<file path="config.mk">
export PLATFORM = sky130hd
export DESIGN_NAME = usb_fs_tx_phy_flat
export DESIGN_NICKNAME = d
export VERILOG_FILES = /design/src/rtl/usb_fs_tx_phy_if.sv /design/src/rtl/usb_fs_tx_phy.sv /design/src/flat_wrapper.sv
export SDC_FILE = /design/constraint.sdc
export NUM_CORES = 1
export LEC_CHECK = 0
export CORE_MARGIN = 1
export CORE_UTILIZATION = 30
export DETAILED_ROUTE_END_ITERATION = 8
export PLACE_DENSITY = 0.44
export SLEW_MARGIN = 20
export SYNTH_ARGS = -nofsm -noshare
export SYNTH_HDL_FRONTEND = slang
export SYNTH_SLANG_ARGS = --single-unit
</file>
<file path="constraint.sdc">
create_clock -name clk_48mhz -period 2.5 [get_ports clk_48mhz]
set_input_delay 0.25 -clock clk_48mhz [delete_from_list [all_inputs] [get_ports clk_48mhz]]
set_output_delay 0.25 -clock clk_48mhz [all_outputs]
set_load 0.01 [all_outputs]
</file>
<file path="src/rtl/usb_fs_tx_phy_if.sv">
// Byte-stream handshake between a packet producer and the full-speed USB line transmitter.
interface usb_fs_tx_phy_if;
    logic [7:0] tx_data;
    logic       tx_last;
    logic       tx_valid;
    logic       tx_ready;

    modport master (output tx_data, output tx_last, output tx_valid, input  tx_ready);
    modport slave  (input  tx_data, input  tx_last, input  tx_valid, output tx_ready);
endinterface

</file>
<file path="src/rtl/usb_fs_tx_phy.sv">
// Full-speed USB line transmitter: SYNC, bit stuffing, NRZI and EOP onto D+/D- drive levels.
// One byte of holding register lets the producer refill while the shifter is busy.
module usb_fs_tx_phy #(
    parameter int unsigned CLKS_PER_BIT = 4,
    parameter int unsigned STUFF_LEN    = 6
) (
    input  logic           clk_48mhz,
    input  logic           reset,
    usb_fs_tx_phy_if.slave tx,
    output logic           usb_p_tx,
    output logic           usb_n_tx,
    output logic           usb_tx_en,
    output logic           busy,
    output logic           underrun
);
    localparam int unsigned CW = (CLKS_PER_BIT > 1) ? $clog2(CLKS_PER_BIT) : 1;
    localparam int unsigned OW = $clog2(STUFF_LEN + 1);

    typedef enum logic [2:0] {S_IDLE, S_SYNC, S_DATA, S_EOP_SE0, S_EOP_J} state_e;

    state_e        state_q;
    logic [CW-1:0] cnt_q;
    logic [7:0]    sh_q;
    logic [3:0]    rem_q;
    logic [OW-1:0] ones_q;
    logic          cur_last_q;
    logic [7:0]    hold_q;
    logic          hold_full_q, hold_last_q, last_acc_q;
    logic          line_j_q, eop_cnt_q;
    logic          ready_q, p_q, n_q, en_q, busy_q, underrun_q;

    logic       accept_c, bound_c, stuff_c, byte_end_c, need_byte_c;
    logic       load_hold_c, bypass_c, under_c, eop_go_c, bit_c, new_j_c;
    logic [7:0] next_byte_c;
    logic       next_last_c, hold_full_d, last_acc_d;

    // Bit-boundary decisions; a byte may bypass the holding register if it arrives exactly at the boundary.
    always_comb begin
        accept_c    = tx.tx_valid && ready_q;
        bound_c     = (state_q != S_IDLE) && (cnt_q == CW'(CLKS_PER_BIT - 1));
        stuff_c     = (ones_q == OW'(STUFF_LEN));
        byte_end_c  = bound_c && (state_q == S_SYNC || state_q == S_DATA) && !stuff_c && (rem_q == 4'd0);
        need_byte_c = byte_end_c && (state_q == S_SYNC || !cur_last_q);
        load_hold_c = need_byte_c && hold_full_q;
        bypass_c    = need_byte_c && !hold_full_q && accept_c;
        under_c     = need_byte_c && !hold_full_q && !accept_c;
        eop_go_c    = byte_end_c && (state_q == S_DATA) && (cur_last_q || under_c);
        next_byte_c = load_hold_c ? hold_q : tx.tx_data;
        next_last_c = load_hold_c ? hold_last_q : tx.tx_last;
        hold_full_d = (hold_full_q && !load_hold_c) || (accept_c && !bypass_c);
        last_acc_d  = last_acc_q || (accept_c && tx.tx_last);
        bit_c       = 1'b0;
        if (!stuff_c) begin
            bit_c = (rem_q != 4'd0) ? sh_q[0] : next_byte_c[0];
        end
        new_j_c = bit_c ? line_j_q : !line_j_q;
    end

    always_ff @(posedge clk_48mhz) begin
        if (reset) begin
            state_q     <= S_IDLE;
            cnt_q       <= '0;
            sh_q        <= '0;
            rem_q       <= '0;
            ones_q      <= '0;
            cur_last_q  <= 1'b0;
            hold_q      <= '0;
            hold_full_q <= 1'b0;
            hold_last_q <= 1'b0;
            last_acc_q  <= 1'b0;
            line_j_q    <= 1'b1;
            eop_cnt_q   <= 1'b0;
            ready_q     <= 1'b0;
            p_q         <= 1'b1;
            n_q         <= 1'b0;
            en_q        <= 1'b0;
            busy_q      <= 1'b0;
            underrun_q  <= 1'b0;
        end else begin
            underrun_q  <= 1'b0;
            cnt_q       <= (state_q == S_IDLE) ? '0 : cnt_q + CW'(1);
            hold_full_q <= hold_full_d;
            last_acc_q  <= last_acc_d;
            if (accept_c && !bypass_c) begin
                hold_q      <= tx.tx_data;
                hold_last_q <= tx.tx_last;
            end
            case (state_q)
                S_IDLE: begin
                    last_acc_q <= accept_c && tx.tx_last;
                    ready_q    <= !accept_c;
                    if (accept_c) begin
                        state_q  <= S_SYNC;
                        en_q     <= 1'b1;
                        busy_q   <= 1'b1;
                        line_j_q <= 1'b0;
                        p_q      <= 1'b0;
                        n_q      <= 1'b1;
                        sh_q     <= 8'h40;
                        rem_q    <= 4'd7;
                        ones_q   <= '0;
                    end
                end
                S_SYNC, S_DATA: begin
                    ready_q <= (state_q == S_DATA || byte_end_c) && !hold_full_d && !last_acc_d;
                    if (bound_c) begin
                        if (eop_go_c) begin
                            state_q    <= S_EOP_SE0;
                            p_q        <= 1'b0;
                            n_q        <= 1'b0;
                            eop_cnt_q  <= 1'b0;
                            ready_q    <= 1'b0;
                            underrun_q <= under_c;
                        end else begin
                            line_j_q <= new_j_c;
                            p_q      <= new_j_c;
                            n_q      <= !new_j_c;
                            ones_q   <= (stuff_c || !bit_c) ? '0 : ones_q + OW'(1);
                            // A stuffed bit leaves the shifter paused.
                            if (!stuff_c) begin
                                if (rem_q != 4'd0) begin
                                    sh_q  <= sh_q >> 1;
                                    rem_q <= rem_q - 4'd1;
                                end else begin
                                    sh_q       <= next_byte_c >> 1;
                                    rem_q      <= 4'd7;
                                    cur_last_q <= next_last_c;
                                    state_q    <= S_DATA;
                                end
                            end
                        end
                    end
                end
                S_EOP_SE0: begin
                    ready_q <= 1'b0;
                    if (bound_c) begin
                        if (eop_cnt_q) begin
                            state_q  <= S_EOP_J;
                            line_j_q <= 1'b1;
                            p_q      <= 1'b1;
                            n_q      <= 1'b0;
                        end else begin
                            eop_cnt_q <= 1'b1;
                        end
                    end
                end
                S_EOP_J: begin
                    ready_q <= 1'b0;
                    if (bound_c) begin
                        state_q <= S_IDLE;
                        en_q    <= 1'b0;
                        busy_q  <= 1'b0;
                        ready_q <= 1'b1;
                    end
                end
                default: state_q <= S_IDLE;
            endcase
        end
    end

    assign tx.tx_ready = ready_q;
    assign usb_p_tx    = p_q;
    assign usb_n_tx    = n_q;
    assign usb_tx_en   = en_q;
    assign busy        = busy_q;
    assign underrun    = underrun_q;
endmodule

</file>
<file path="src/flat_wrapper.sv">
// flat-port wrapper written by rule: the top's interface ports become plain ports
module usb_fs_tx_phy_flat 
#(
    parameter int unsigned CLKS_PER_BIT = 4,
    parameter int unsigned STUFF_LEN    = 6
)
  (clk_48mhz, reset, usb_p_tx, usb_n_tx, usb_tx_en, busy, underrun, tx_tx_data, tx_tx_last, tx_tx_valid, tx_tx_ready);
  usb_fs_tx_phy_if tx_i ();
  input  logic clk_48mhz;
  input  logic reset;
  output logic usb_p_tx;
  output logic usb_n_tx;
  output logic usb_tx_en;
  output logic busy;
  output logic underrun;
  input wire logic [$bits(tx_i.tx_data)-1:0] tx_tx_data;
  input wire logic [$bits(tx_i.tx_last)-1:0] tx_tx_last;
  input wire logic [$bits(tx_i.tx_valid)-1:0] tx_tx_valid;
  output wire logic [$bits(tx_i.tx_ready)-1:0] tx_tx_ready;
  assign tx_i.tx_data = tx_tx_data;
  assign tx_i.tx_last = tx_tx_last;
  assign tx_i.tx_valid = tx_tx_valid;
  assign tx_tx_ready = tx_i.tx_ready;
  usb_fs_tx_phy #(.CLKS_PER_BIT(CLKS_PER_BIT), .STUFF_LEN(STUFF_LEN)) u_core (.clk_48mhz(clk_48mhz), .reset(reset), .tx(tx_i), .usb_p_tx(usb_p_tx), .usb_n_tx(usb_n_tx), .usb_tx_en(usb_tx_en), .busy(busy), .underrun(underrun));
endmodule
</file>
==> impl_metrics.env, run 1 <==
export IMPL_crit_required_ns=2.67
export IMPL_worst_path_stages=8
export IMPL_met2_usage_pct=22.9
export IMPL_synth_ff_type="dfxtp_1"
export IMPL_cp_arrival_ns=2.37
export IMPL_maxSlewViolCount=0
export IMPL_syn_to_final_growth_pct=22.6
export IMPL_clock_fmax_ghz=0.456
export IMPL_grt_overflow_total=0
export IMPL_antenna_found_initial=0
export IMPL_final_util_pct=38.5
export IMPL_nNetsFinal=273
export IMPL_wire_per_inst_um=14.7
export IMPL_dieWidth_um=83.8
export IMPL_seq_area_um2=761
export IMPL_ir_worst_vdd_mv=0.367
export IMPL_num_antenna_cells=0
export IMPL_path_cells="inv_1 -> ha_1 -> nor3b_4 -> o2111a_2 -> a31o_4 -> o21ba_4 -> a2111oi_0 -> or4_1"
export IMPL_avgSynthCellArea_um2=8.72
export IMPL_final_layout_size_suffix_gt1_share_pct=12.5
export IMPL_start_util_pct=31.4
export IMPL_clkSinkCount=38
export IMPL_drv_cap=0
export IMPL_tightest_slew_ns=0.599
export IMPL_power_density_mw_per_mm2=1040
export IMPL_cts_root_buffer="clkbuf_8"
export IMPL_rows=29
export IMPL_drc=0
export IMPL_dr_pass1_iters=4
export IMPL_r2r_cells=8
export IMPL_grt_pass1_vias=1641
export IMPL_cpMaxStageDelayCell="or4_1"
export IMPL_finClkSkew_ns=0.00578
export IMPL_timing_rr_end="u_core.usb_p_tx$_SDFFE_PP1P_"
export IMPL_synth_nets=247
export IMPL_die_area_mm2=0.00702
export IMPL_synthesis_area_mm2=0.00201
export IMPL_die_h_um=83.8
export IMPL_wirelength_um=4910
export IMPL_tns_ns=0
export IMPL_port_buffers=17
export IMPL_vias=1725
export IMPL_syn_inst=230
export IMPL_grt_max_degree=17
export IMPL_pin_count=18
export IMPL_track_usage_pct=14.9
export IMPL_hold_path_end="u_core.cnt_q[0]$_SDFF_PP0_"
export IMPL_cts_tree="yes"
export IMPL_path_max_fanout=6
export IMPL_yosysUniqueCellTypes=53
export IMPL_crit_buf_inv=1
export IMPL_postCtsHoldBufs=0
export IMPL_async_reset_ff_share_pct=0
export IMPL_ant_nets=0
export IMPL_synth_edf_count=0
export IMPL_layout_common_cells="dfxtp_1 (38), nor2_1 (29), a21oi_1 (21), clkdlybuf4s50_1 (17), mux2i_1 (16)"
export IMPL_post_drt_via_cell_ratio=5.16
export IMPL_ys_seq_elements=38
export IMPL_end_kind="register"
export IMPL_cts_buffers=5
export IMPL_post_cts_setup_buffers=0
export IMPL_dpl_hpwl_um=3570
export IMPL_gr_max_usage_layer="met2"
export IMPL_placed_area_mm2=0.00232
export IMPL_r2r_start="u_core.rem_q[0]$_SDFFE_PP0P_"
export IMPL_drt_iter0_drc=157
export IMPL_critPathTopFamily="simple AND/OR/NAND/NOR gates"
export IMPL_setup_violations=0
export IMPL_hold_class="reg -> reg"
export IMPL_relSlewSlack_pct=59.9
export IMPL_fin_crit_sh_pct=87.8
export IMPL_fillers=679
export IMPL_p_leak_nw=1.00
export IMPL_max_stage_delay_ns=0.50
export IMPL_ys_warnings_count=0
export IMPL_whs_path_depth=1
export IMPL_met3_usage_pct=3.66
export IMPL_critPathKind="reg -> reg"
export IMPL_start_kind="register"
export IMPL_cts_buffer_depth=2
export IMPL_core_area_mm2=0.00639
export IMPL_post_route_min_period_ns=2.19
export IMPL_clock_latency_ns=0.30
export IMPL_grt_pass1_wl_um=8210
export IMPL_use_met1_pct=20.5
export IMPL_gp_congestion=0.782
export IMPL_multi_input_area_mm2=0.00117
export IMPL_cts_htree_levels=2
export IMPL_min_from="u_core.cnt_q[0]$_SDFF_PP0_"
export IMPL_design_area_mm2=0.00246
export IMPL_synth_seq_area_share_pct=37.9
export IMPL_cts_resized=0
export IMPL_cts_clk_slew_worst_paths_ns=0.08
export IMPL_rsz0062_at_grt="no"
export IMPL_hold_viol=0
export IMPL_final_common_cell="dfxtp_1"
export IMPL_r2r_slack_ns=0.31
export IMPL_status="finished clean"
[area by class of cell]
type	count	area share [%]
sequential	38	30.9
inverter	7	1.07
timing repair buffer	29	10.6
clock buffer	6	3.36
tap	77	3.92
clock inverter	2	2.44
multi-input combinational	175	47.7
[worst max path at each step]
stage                                       from                            end  slack, ns
floorplan           u_core.rem_q[0]$_SDFFE_PP0P_   u_core.usb_p_tx$_SDFFE_PP1P_       0.37
global placement                     tx_tx_valid   u_core.usb_p_tx$_SDFFE_PP1P_       0.22
detailed placement                   tx_tx_valid   u_core.usb_p_tx$_SDFFE_PP1P_       0.19
CTS                 u_core.rem_q[0]$_SDFFE_PP0P_   u_core.usb_p_tx$_SDFFE_PP1P_       0.29
global route          u_core.cnt_q[0]$_SDFF_PP0_  u_core.ones_q[1]$_SDFFE_PP0P_       0.12
finish              u_core.rem_q[0]$_SDFFE_PP0P_   u_core.usb_p_tx$_SDFFE_PP1P_       0.31
[synth_stat cells (2+ instances only)]
cell type  count  share of area (%)
o221ai_1       2               0.87
o21ai_0        8                2.0
nor2_1        29                5.4
o21a_1         3                1.1
o21ai_1        2               0.50
nand2b_1       6                1.9
a2111oi_0      3                1.3
nor3_1         7                1.7
a21oi_1       21                5.2
inv_1          7                1.3
a22oi_1        2               0.75
nand3_1        3               0.75
nor2b_1        6                1.9
or4_1          4                1.5
dfxtp_1       38                 38
buf_2          3               0.75
nand3b_1       3                1.1
and2_1         2               0.62
o211ai_1       3                1.1
mux2i_1       16                8.0
nand2_1       14                2.6
clkbuf_1       6                1.1
a22o_1         6                2.6
ha_1           5                3.1
nor3b_1        3                1.1
[cell families after synthesis]
logic type / synth area share (%)
simple gates: 22.1
buf+inv: 3.56
mux: 8.55
fa+ha+maj: 3.12
compound gates: 24.8
flops: 37.9
[where the power goes]
part / total [W] / switching, W / internal (W)
clock: 0.000658 / 0.000233 / 0.000426
sequential: 0.000809 / 0.0000998 / 0.000709
combinational: 0.00108 / 0.000605 / 0.000474
total: 0.00255 / 0.000938 / 0.00161
[per-stage QoR]
step                      power [W]  std cells  setup slack (ns)  hold slack, ns
after global placement      0.00192        326             0.223           0.431
after floorplan             0.00157        230             0.372           0.355
after global routing        0.00273        334             0.119           0.492
after detailed placement    0.00190        326             0.189           0.443
final                       0.00255        334             0.306           0.446
after CTS                   0.00257        334             0.289           0.455
[metal layers]
layer,wire (um),part of all wire [%]
met4,65,1.3
met2,2160,44
met5,0,0
met1,2550,52
met3,141,2.9
[flip-flops by register name (all words and copies together), names as in the netlist, 2 cells and up]
register and count:
u_core.ones_q 3, u_core.rem_q 4, u_core.sh_q 7, u_core.state_q 3, u_core.hold_q 8, u_core.cnt_q 2
No activity file was read; power rests on OpenSTA's default activity.
==> run 2, diff against run 1 <==
==> constraint.sdc (replaced) <==
create_clock -name clk_48mhz -period 2.55 [get_ports clk_48mhz]
set_input_delay 0.255 -clock clk_48mhz [delete_from_list [all_inputs] [get_ports clk_48mhz]]
set_output_delay 0.255 -clock clk_48mhz [all_outputs]
set_load 0.01 [all_outputs]
==> run 2 against run 1 <==
Against the previous run:
- final area down 1.9%
- critical path depth is the same
- flip-flop and latch count unchanged
- largest cell class unchanged
- combinational power is essentially flat
- final cell count unchanged
- clock power shrank 32%
- via count down 0.70%
- hold slack got worse by 0.015 ns
- core utilization is 0.74 points lower
- non-clock buffer count unchanged
- sequential share of layout area rose by 0.61 points
- highest routed layer unchanged
==> impl_metrics.env, run 2 (synthesis gave the netlist of run 1 again) <==
export IMPL_vias=1713
export IMPL_max_stage_delay_ns=0.47
export IMPL_crit_buf_inv=1
export IMPL_start_kind="register"
export IMPL_wirelength_um=4860
export IMPL_maxSlewViolCount=0
export IMPL_cts_buffers=5
export IMPL_cts_tree="yes"
export IMPL_antenna_found_initial=0
export IMPL_dr_pass1_iters=4
export IMPL_largest_register_ff_count=8
export IMPL_crit_required_ns=2.71
export IMPL_whs_path_depth=1
export IMPL_r2r_start="u_core.rem_q[0]$_SDFFE_PP0P_"
export IMPL_dpl_hpwl_um=3550
export IMPL_cts_clk_slew_worst_paths_ns=0.08
export IMPL_port_buffers=17
export IMPL_use_met1_pct=21.4
export IMPL_cpMaxStageDelayCell="or4_1"
export IMPL_grt_pass1_wl_um=8360
export IMPL_critPathTopFamily="compound AO/OA/AOI/OAI gates"
export IMPL_post_cts_setup_buffers=0
export IMPL_final_layout_size_suffix_gt1_share_pct=12.5
export IMPL_r2r_cells=8
export IMPL_layout_common_cells="dfxtp_1 (38), nor2_1 (29), a21oi_1 (21), clkdlybuf4s50_1 (17), mux2i_1 (16)"
export IMPL_cts_resized=0
export IMPL_met2_usage_pct=22.5
export IMPL_final_common_cell="dfxtp_1"
export IMPL_gr_max_usage_layer="met2"
export IMPL_crit_start="u_core.rem_q[0]$_SDFFE_PP0P_"
export IMPL_grt_max_degree=17
export IMPL_min_from="u_core.cnt_q[0]$_SDFF_PP0_"
export IMPL_path_max_fanout=6
export IMPL_fin_crit_sh_pct=88.0
export IMPL_die_h_um=83.8
export IMPL_grt_overflow_total=0
export IMPL_r2r_slack_ns=0.31
export IMPL_critPathKind="reg -> reg"
export IMPL_tns_ns=0
export IMPL_ant_nets=0
export IMPL_p_leak_nw=0.975
export IMPL_setup_violations=0
export IMPL_path_cells="inv_1 -> ha_1 -> nor3b_4 -> o2111a_2 -> a31o_4 -> o21bai_2 -> a2111oi_0 -> or4_1"
export IMPL_ir_worst_vdd_mv=0.351
export IMPL_start_util_pct=31.4
export IMPL_regMostFlops="u_core.hold_q"
export IMPL_pin_count=18
export IMPL_total_power_w=0.00230
export IMPL_core_area_mm2=0.00639
export IMPL_drv_cap=0
export IMPL_finClkSkew_ns=0.00757
export IMPL_num_antenna_cells=0
export IMPL_grt_pass1_vias=1651
export IMPL_drc=0
export IMPL_clock_latency_ns=0.29
export IMPL_track_usage_pct=14.9
export IMPL_syn_to_final_growth_pct=20.3
export IMPL_die_area_mm2=0.00702
export IMPL_nNetsFinal=273
export IMPL_biggestRegsByFlops="u_core.hold_q: 8 flops, u_core.sh_q: 7 flops, u_core.rem_q: 4 flops"
export IMPL_wire_per_inst_um=14.5
export IMPL_rows=29
export IMPL_postCtsHoldBufs=0
export IMPL_end_kind="register"
export IMPL_tightest_slew_ns=0.579
export IMPL_power_density_mw_per_mm2=952
export IMPL_hold_path_end="u_core.cnt_q[0]$_SDFF_PP0_"
export IMPL_status="finished clean"
export IMPL_drt_iter0_drc=72
export IMPL_gp_congestion=0.740
export IMPL_cts_buffer_depth=2
export IMPL_relSlewSlack_pct=61.3
export IMPL_dieWidth_um=83.8
export IMPL_post_drt_via_cell_ratio=5.13
export IMPL_cts_root_buffer="clkbuf_8"
export IMPL_hold_viol=0
export IMPL_clock_fmax_ghz=0.446
export IMPL_met3_usage_pct=3.07
export IMPL_post_route_min_period_ns=2.24
export IMPL_timing_rr_end="u_core.usb_p_tx$_SDFFE_PP1P_"
export IMPL_clkSinkCount=38
export IMPL_hold_class="reg -> reg"
export IMPL_cts_htree_levels=2
export IMPL_cp_arrival_ns=2.41
export IMPL_rsz0062_at_grt="no"
run 2: cell type report:
| type | count | area [um2] |
|---|---|---|
| sequential | 38 | 761 |
| clock inverter | 2 | 12.5 |
| multi-input combinational | 175 | 1170 |
| fill | 652 | 3970 |
| tap | 77 | 96.3 |
| inverter | 7 | 26.3 |
| timing repair buffer | 29 | 260 |
| clock buffer | 6 | 82.6 |
run 2: metal layers:
metal  up-vias  wire length, um
li1        901                -
met1       784             2520
met2        23             2160
met3         5              138
met4         0               40
met5         -                0
run 2: how the worst max path moves through the flow:
stage,endpoint,cells after the start
after global routing,u_core.usb_p_tx$_SDFFE_PP1P_,8
after global placement,u_core.usb_p_tx$_SDFFE_PP1P_,7
after floorplan,u_core.usb_p_tx$_SDFFE_PP1P_,8
after CTS,u_core.usb_p_tx$_SDFFE_PP1P_,8
final,u_core.usb_p_tx$_SDFFE_PP1P_,8
after detailed placement,u_core.usb_p_tx$_SDFFE_PP1P_,7
run 2: power by group:
group | switching (W) | total (W) | internal (W)
combinational | 0.000588 | 0.00105 | 0.000466
sequential | 0.000104 | 0.000800 | 0.000696
clock | 0.000227 | 0.000445 | 0.000218
run 2: per-stage QoR:
| stage | util [%] | setup slack [ns] | hold WS (ns) | instances | cell area [um2] |
|---|---|---|---|---|---|
| after floorplan | - | 0.422 | 0.360 | 230 | 2010 |
| after global placement | 36.3 | 0.267 | 0.425 | 326 | 2320 |
| after detailed placement | 36.3 | 0.211 | 0.426 | 326 | 2320 |
| after CTS | 37.8 | 0.297 | 0.438 | 334 | 2410 |
| after global routing | 37.8 | 0.131 | 0.459 | 334 | 2410 |
| final | 37.8 | 0.307 | 0.430 | 334 | 2410 |
run 2: worst register-to-register path: stages, from the launching register on:
cell and delay, ns:
dfxtp_1 0.39, inv_1 0.08, ha_1 0.23, nor3b_4 0.17, o2111a_2 0.21, a31o_4 0.26
o21bai_2 0.20, a2111oi_0 0.10, or4_1 0.47
==> run 3, diff against run 2 <==
--- a/config.mk
+++ b/config.mk
@@ -5,10 +5,12 @@
 export SDC_FILE = /design/constraint.sdc
 export NUM_CORES = 1
 export LEC_CHECK = 0
+export CELL_PAD_IN_SITES_DETAIL_PLACEMENT = 1
+export CELL_PAD_IN_SITES_GLOBAL_PLACEMENT = 1
 export CORE_MARGIN = 1
 export CORE_UTILIZATION = 30
 export DETAILED_ROUTE_END_ITERATION = 8
-export PLACE_DENSITY = 0.44
+export PLACE_DENSITY = 0.55
 export SLEW_MARGIN = 20
 export SYNTH_ARGS = -nofsm -noshare
 export SYNTH_HDL_FRONTEND = slang
==> run 3 against run 2 <==
Against the previous run:
- core utilization rose by 0.82 points
- critical path type unchanged
- global-route usage grew 1.6 points
- register-to-register slack about the same
- sequential power down 1%
- critical endpoint unchanged
- total power rose by 11%
- sequential share of layout area is 0.67 points lower
- via count grew 3.6%
- largest power group unchanged
- first-iteration DRC count is 14% lower
==> impl_metrics.env, run 3 (synthesis gave the netlist of run 1 again) <==
export IMPL_cp_arrival_ns=2.42
export IMPL_die_area_mm2=0.00702
export IMPL_drv_cap=0
export IMPL_rsz0062_at_grt="no"
export IMPL_path_max_fanout=6
export IMPL_antenna_found_initial=0
export IMPL_dr_pass1_iters=4
export IMPL_hold_viol=0
export IMPL_final_layout_size_suffix_gt1_share_pct=12.1
export IMPL_wirelength_um=5370
export IMPL_dpl_hpwl_um=3800
export IMPL_clock_fmax_ghz=0.447
export IMPL_cts_buffers=5
export IMPL_max_stage_delay_ns=0.47
export IMPL_cpMaxStageDelayCell="or4_1"
export IMPL_timing_rr_end="u_core.usb_p_tx$_SDFFE_PP1P_"
export IMPL_nNetsFinal=272
export IMPL_tns_ns=0
export IMPL_syn_to_final_growth_pct=22.9
export IMPL_pin_count=18
export IMPL_grt_max_degree=32
export IMPL_p_leak_nw=0.999
export IMPL_gr_max_usage_layer="met2"
export IMPL_r2r_slack_ns=0.32
export IMPL_end_kind="register"
export IMPL_start_util_pct=31.4
export IMPL_hold_slack_ns=0.442
export IMPL_min_from="u_core.cnt_q[0]$_SDFF_PP0_"
export IMPL_drt_iter0_drc=62
export IMPL_tightest_slew_ns=0.550
export IMPL_post_drt_via_cell_ratio=5.33
export IMPL_cts_htree_levels=2
export IMPL_vias=1774
export IMPL_start_kind="register"
export IMPL_ir_worst_vdd_mv=0.376
export IMPL_cts_root_buffer="clkbuf_8"
export IMPL_cts_tree="yes"
export IMPL_ant_nets=0
export IMPL_core_area_mm2=0.00639
export IMPL_wire_per_inst_um=16.1
export IMPL_clock_latency_ns=0.30
export IMPL_post_route_min_period_ns=2.23
export IMPL_met3_usage_pct=4.55
export IMPL_hold_path_end="u_core.cnt_q[0]$_SDFF_PP0_"
export IMPL_clkSinkCount=38
export IMPL_hold_class="reg -> reg"
export IMPL_dieWidth_um=83.8
export IMPL_r2r_start="u_core.rem_q[0]$_SDFFE_PP0P_"
export IMPL_port_buffers=17
export IMPL_cts_buffer_depth=2
export IMPL_post_cts_setup_buffers=0
export IMPL_regMostFlops="u_core.hold_q"
export IMPL_power_density_mw_per_mm2=1040
export IMPL_met2_usage_pct=25.6
export IMPL_cts_resized=0
export IMPL_r2r_cells=8
export IMPL_finClkSkew_ns=0.00796
export IMPL_crit_required_ns=2.74
export IMPL_setup_violations=0
export IMPL_largest_register_ff_count=8
export IMPL_path_cells="inv_1 -> ha_1 -> nor3b_4 -> o2111a_2 -> a31o_4 -> o21bai_2 -> a2111oi_0 -> or4_1"
export IMPL_biggestRegsByFlops="u_core.hold_q: 8 flops, u_core.sh_q: 7 flops, u_core.rem_q: 4 flops"
export IMPL_worst_path_stages=8
export IMPL_grt_pass1_wl_um=9130
export IMPL_grt_pass1_vias=1777
export IMPL_critPathTopFamily="compound AO/OA/AOI/OAI gates"
export IMPL_die_h_um=83.8
export IMPL_use_met1_pct=22.5
export IMPL_num_antenna_cells=0
export IMPL_whs_path_depth=1
export IMPL_status="finished clean"
export IMPL_grt_overflow_total=0
export IMPL_fin_crit_sh_pct=87.6
export IMPL_crit_buf_inv=1
export IMPL_critPathKind="reg -> reg"
export IMPL_gp_congestion=0.740
export IMPL_rows=29
export IMPL_postCtsHoldBufs=0
export IMPL_relSlewSlack_pct=62.9
export IMPL_final_common_cell="dfxtp_1"
export IMPL_cts_clk_slew_worst_paths_ns=0.09
export IMPL_track_usage_pct=16.6
export IMPL_maxSlewViolCount=0
export IMPL_layout_common_cells="dfxtp_1 (38), nor2_1 (29), a21oi_1 (21), clkdlybuf4s50_1 (17), mux2i_1 (16)"
export IMPL_drc=0
[run 3: worst max-delay path by stage]
| stage | startpoint | end |
|---|---|---|
| final | u_core.rem_q[0]$_SDFFE_PP0P_ | u_core.usb_p_tx$_SDFFE_PP1P_ |
| after global placement | tx_tx_valid | u_core.ones_q[1]$_SDFFE_PP0P_ |
| after CTS | u_core.cnt_q[0]$_SDFF_PP0_ | u_core.usb_p_tx$_SDFFE_PP1P_ |
| after detailed placement | tx_tx_valid | u_core.usb_p_tx$_SDFFE_PP1P_ |
| after global routing | u_core.rem_q[0]$_SDFFE_PP0P_ | u_core.usb_p_tx$_SDFFE_PP1P_ |
| after floorplan | u_core.rem_q[0]$_SDFFE_PP0P_ | u_core.usb_p_tx$_SDFFE_PP1P_ |
[run 3: area by class of cell]
type	count	area [um2]
flip-flops and latches	38	761
repair buffers	28	265
clock inverters	2	60.1
well taps	77	96.3
clock buffers	6	82.6
multi-input cells	175	1170
fillers	767	3920
inverters	7	26.3
[run 3: where the power goes]
part	switching, W	leakage [nW]	total [W]	internal, W
Sequential	0.0000941	0.310	0.000790	0.000696
Clock	0.000243	0.0714	0.000660	0.000418
Combinational	0.000631	0.618	0.00111	0.000478
[run 3: through the flow]
| stage | area, um2 | power, W | setup WS [ns] | utilization, % | cells |
|---|---|---|---|---|---|
| floorplan | 2010 | 0.00154 | 0.422 | - | 230 |
| global placement | 2320 | 0.00191 | 0.273 | 36.4 | 325 |
| detailed placement | 2320 | 0.00191 | 0.232 | 36.4 | 325 |
| CTS | 2460 | 0.00259 | 0.313 | 38.6 | 333 |
| global route | 2460 | 0.00275 | 0.161 | 38.6 | 333 |
| finish | 2460 | 0.00256 | 0.315 | 38.6 | 333 |
[run 3: layer usage]
metal | share of wire [%] | vias up
li1 | - | 890
met1 | 51 | 859
met2 | 45 | 19
met3 | 2.7 | 6
met4 | 1.1 | 0
met5 | 0 | -
==> edit 1 (settings of run 1) <==
The 5 states of `state_e` get a Gray code encoding in 3 bits.
--- a/src/rtl/usb_fs_tx_phy.sv
+++ b/src/rtl/usb_fs_tx_phy.sv
@@ -18,3 +18,3 @@
 
-    typedef enum logic [2:0] {S_IDLE, S_SYNC, S_DATA, S_EOP_SE0, S_EOP_J} state_e;
+    typedef enum logic [2:0] {S_IDLE = 3'b000, S_SYNC = 3'b001, S_DATA = 3'b011, S_EOP_SE0 = 3'b010, S_EOP_J = 3'b110} state_e;
 
Formal check against the unedited RTL: no difference found for any inputs over 10 cycles, from zero or initial values and one cycle with reset high; not proved beyond that.
==> edit 1 against run 1 <==
- worst setup slack gained 7.3 ps
- sequential cell count is the same
- wire length increased by 5.6%
- area after synthesis is 0.50% lower
- sequential share of layout area is 0.51 points higher
- critical endpoint is now u_core.tx.tx_ready
- final area shrank 1.6%
- maximum frequency rose by 0.34%
Power is not compared: it rests on default switching activity, and its combinational part moved more than twofold at a synthesized area within 25%.
==> edit 1: results (changes against run 1) <==
Placed Area - 2310 um2 (-0.49%)
largest registers - u_core.hold_q (8), u_core.sh_q (7), u_core.rem_q (4)
Async S/R FF share, synth - 0 (unchanged)
Syn Nets - 246 (-0.40%)
clk buf depth - 2 (unchanged)
CP arrival - 2410 ps (+40 ps)
DRT iter0 DRCs - 62 (-61%)
clk slew on worst S/H paths - 80 ps (about the same)
H-tree levels - 2 (unchanged)
vias in the first global route - 1,763 (+7.4%)
# port buffers - 17 (unchanged)
WL/cell - 15.6 um (+6.2%)
Total GRT Usage - 0.155 (+0.00611)
Clk Tree Root Cell - clkbuf_8
post-cts sizing count - 0 (unchanged)
Hold Path Class - reg -> reg
Warnings, synthesis - 0 (unchanged)
# fillers - 667 (-1.8%)
synth unique cells - 53 (unchanged)
Post-synth top flop - dfxtp_1
Pre-antenna DRT Iters - 4 (unchanged)
Slew headroom - 0.625 (+0.0256)
# Post-CTS Setup Buffers - 0 (unchanged)
Ant. Diodes - 0 (unchanged)
VDD IR max - 0.278 mV
Leak - 0.885 nW
pins over their slew limit - 0 (unchanged)
total CTS buffers - 5 (unchanged)
origin of the worst setup path - u_core.ones_q[0]
initial antenna violation count - 0 (unchanged)
Synth area leaders - dfxtp_1 (38%), mux2i_1 (7.5%), o21ai_0 (5.0%)
largest net degree at the start of global routing - 23 (+6)
P_int - 1.04 mW
layout cells sized above 1 - 0.118 (-0.00687)
synth cell count leaders - dfxtp_1 (38), nand2_1 (20), o21ai_0 (20)
worst hold path startpoint - u_core.cnt_q[0]
Vias/cell - 5.40 (+4.6%)
nets@finish - 271 (-0.73%)
hpwl dp - 3770 um (+5.5%)
global-route wire length before repair - 8650 um (+5.3%)
worst-path maximum fanout - 7 (+1)
status - finished clean
Seq/Total Area, Yosys - 0.381 (+0.00190)
worst clock skew - 7.80 ps (+2.02 ps)
Routability Congestion - 0.785 (+0.33%)
later-pin clock latency in the skew report - 300 ps (about the same)
-- edit 1: worst max-delay path, stage by stage (launching register included) --
cell,delay (ps)
dfxtp_1,360
inv_1,70
ha_1,270
a21boi_4,280
nand4_2,150
maj3_2,330
or4b_1,490
a31oi_1,160
-- edit 1: cell type report --
class,count,share of cell area
multi-input combinational,171,0.476
sequential,38,0.314
timing repair buffer,30,0.111
tap,77,0.0398
clock buffer,5,0.0284
clock inverter,3,0.0186
inverter,8,0.0124
-- edit 1: cells by family after synthesis --
family / synth area share
AOI/OAI and AO/OA: 0.260
and+or+nand+nor: 0.195
DFF: 0.381
buffers and inverters: 0.0420
muxes: 0.0809
adders and majority gates: 0.0370
xor gates and xnor gates: 0.00439
-- edit 1: power groups by stage --
stage / Sequential, mW / Combinational [mW] / Clock [mW]
5_1_grt: 0.661 / 0.268 / 0.580
3_5_place_dp: 0.670 / 0.244 / 0
2_1_floorplan: 0.665 / 0.152 / 0
6_report: 0.656 / 0.243 / 0.539
3_3_place_gp: 0.670 / 0.245 / 0
4_1_cts: 0.656 / 0.245 / 0.554
-- edit 1: worst paths after layout --
path,end,slack [ps],cells after the start
max reg2reg,u_core.tx.tx_ready,310,7
min,u_core.cnt_q[0],430,1
min reg2reg,u_core.cnt_q[0],430,1
max,u_core.tx.tx_ready,310,7
-- edit 1: layer usage --
metal | routed length [um] | vias up | global-route usage
met3 | 134 | 12 | 0.0277
met2 | 2440 | 29 | 0.256
met1 | 2500 | 860 | 0.198
li1 | - | 892 | -
met5 | 0 | - | 0
met4 | 105 | 0 | 0.0632
-- edit 1: through the flow --
step,power [mW],utilization,setup WS [ps],cells
floorplan,0.817,-,444,229
global placement,0.915,0.361,175,324
detailed placement,0.914,0.361,209,324
CTS,1.46,0.379,286,332
global route,1.51,0.379,144,332
finish,1.44,0.379,313,332
==> edit 2 (settings of run 1) <==
Made on the original files. `CLKS_PER_BIT` is set to 4 in 2 places; all go to 2.
--- a/src/rtl/usb_fs_tx_phy.sv
+++ b/src/rtl/usb_fs_tx_phy.sv
@@ -3,3 +3,3 @@
 module usb_fs_tx_phy #(
-    parameter int unsigned CLKS_PER_BIT = 4,
+    parameter int unsigned CLKS_PER_BIT = 2,
     parameter int unsigned STUFF_LEN    = 6
--- a/src/flat_wrapper.sv
+++ b/src/flat_wrapper.sv
@@ -3,3 +3,3 @@
 #(
-    parameter int unsigned CLKS_PER_BIT = 4,
+    parameter int unsigned CLKS_PER_BIT = 2,
     parameter int unsigned STUFF_LEN    = 6
Check against the original RTL: not equivalent (Yosys sat finds a counterexample within 10 cycles, from zero or initial values and one cycle with reset high).
==> edit 2 against run 1 <==
- area after synthesis increased by 2.5%
- sequential cell count decreased by 1
- wire length increased by 1.1%
- largest cell class unchanged
- total power decreased by 13%
- clock skew increased by 0.78 ps
- worst setup slack got worse by 37 ps
- highest routed layer unchanged
- sequential power decreased by 3.0%
- final area decreased by 1.2%
- the flow now finishes with violations (design-rule violations)
==> edit 2: results (changes against run 1) <==
Leak - 0.985 nW (-1.5%)
DRT iter0 DRCs - 64 (-59%)
Synth area leaders - dfxtp_1 (36%), mux2i_1 (8.8%), nor2_1 (5.8%)
worst hold path startpoint - u_core.sh_q[5]
status - finished, violations left
worst clock skew - 6.57 ps (+0.783 ps)
placed instance count - 322 (-1.2%)
hold endpoint - u_core.sh_q[5]
synth cell count leaders - dfxtp_1 (37), nor2_1 (32), a21oi_1 (19)
Routability Congestion - 0.774 (-1.0%)
violated checks - design-rule violations
final non-filler cell total - 330 (-1.2%)
met2 WL post-DR - 2110 um (-2.3%)
Crit-path slowest cell - or3b_1
VDD IR max - 0.308 mV (-16%)
P_int - 1.40 mW (-13%)
Total GRT Usage - 0.152 (+0.00279)
Syn Nets - 248 (+0.40%)
Synth Area in Compound Gates - 0.238 (-0.00968)
DRC viols - 1 (+1)
synth unique cells - 63 (+19%)
Post-Synth Adder-Cell Area - 0.0292 (-0.00198)
final hold slack - 487 ps (+41.7 ps)
worst-path maximum fanout - 9 (+3)
Seq/Total Area, Yosys - 0.360 (-0.0190)
crit path to - u_core.hold_q[1]
met1 GRT Util - 0.220 (+0.0159)
post-synthesis mux area share - 0.0931 (+0.00766)
M2 GR Usage - 0.217 (-0.0126)
nets@finish - 268 (-1.8%)
dpl ws - 178 ps (-10.2 ps)
layout cells sized above 1 - 0.138 (+0.0138)
global-route wire length before repair - 8560 um (+4.2%)
setup slack, reg-to-reg - 270 ps (-40 ps)
Cells after Synth - 232 (+0.87%)
-- edit 2: changes by cell type after synthesis, moves of 3 or more --
cell | run 1 | this run
a2111oi_0 | 3 | 0
or4_1 | 4 | 0
a21o_1 | 1 | 4
nor2_2 | 0 | 3
nor2_1 | 29 | 32
nand2b_1 | 6 | 1
-- edit 2: power groups by stage --
stage	registers (mW)	logic [mW]	clock network, mW
after floorplan	0.761	0.684	0
after global placement	0.802	0.894	0
after detailed placement	0.799	0.887	0
after CTS	0.786	0.892	0.569
after global routing	0.803	0.990	0.597
final	0.785	0.891	0.550
-- edit 2: cell type report --
class / count / area [um2]
Clock buffer: 6 / 82.6
Clock inverter: 2 / 37.5
Fill cell: 658 / 4060
Inverter: 9 / 33.8
Multi-Input combinational cell: 173 / 1200
Sequential cell: 37 / 741
Tap cell: 77 / 96.3
Timing Repair Buffer: 26 / 238
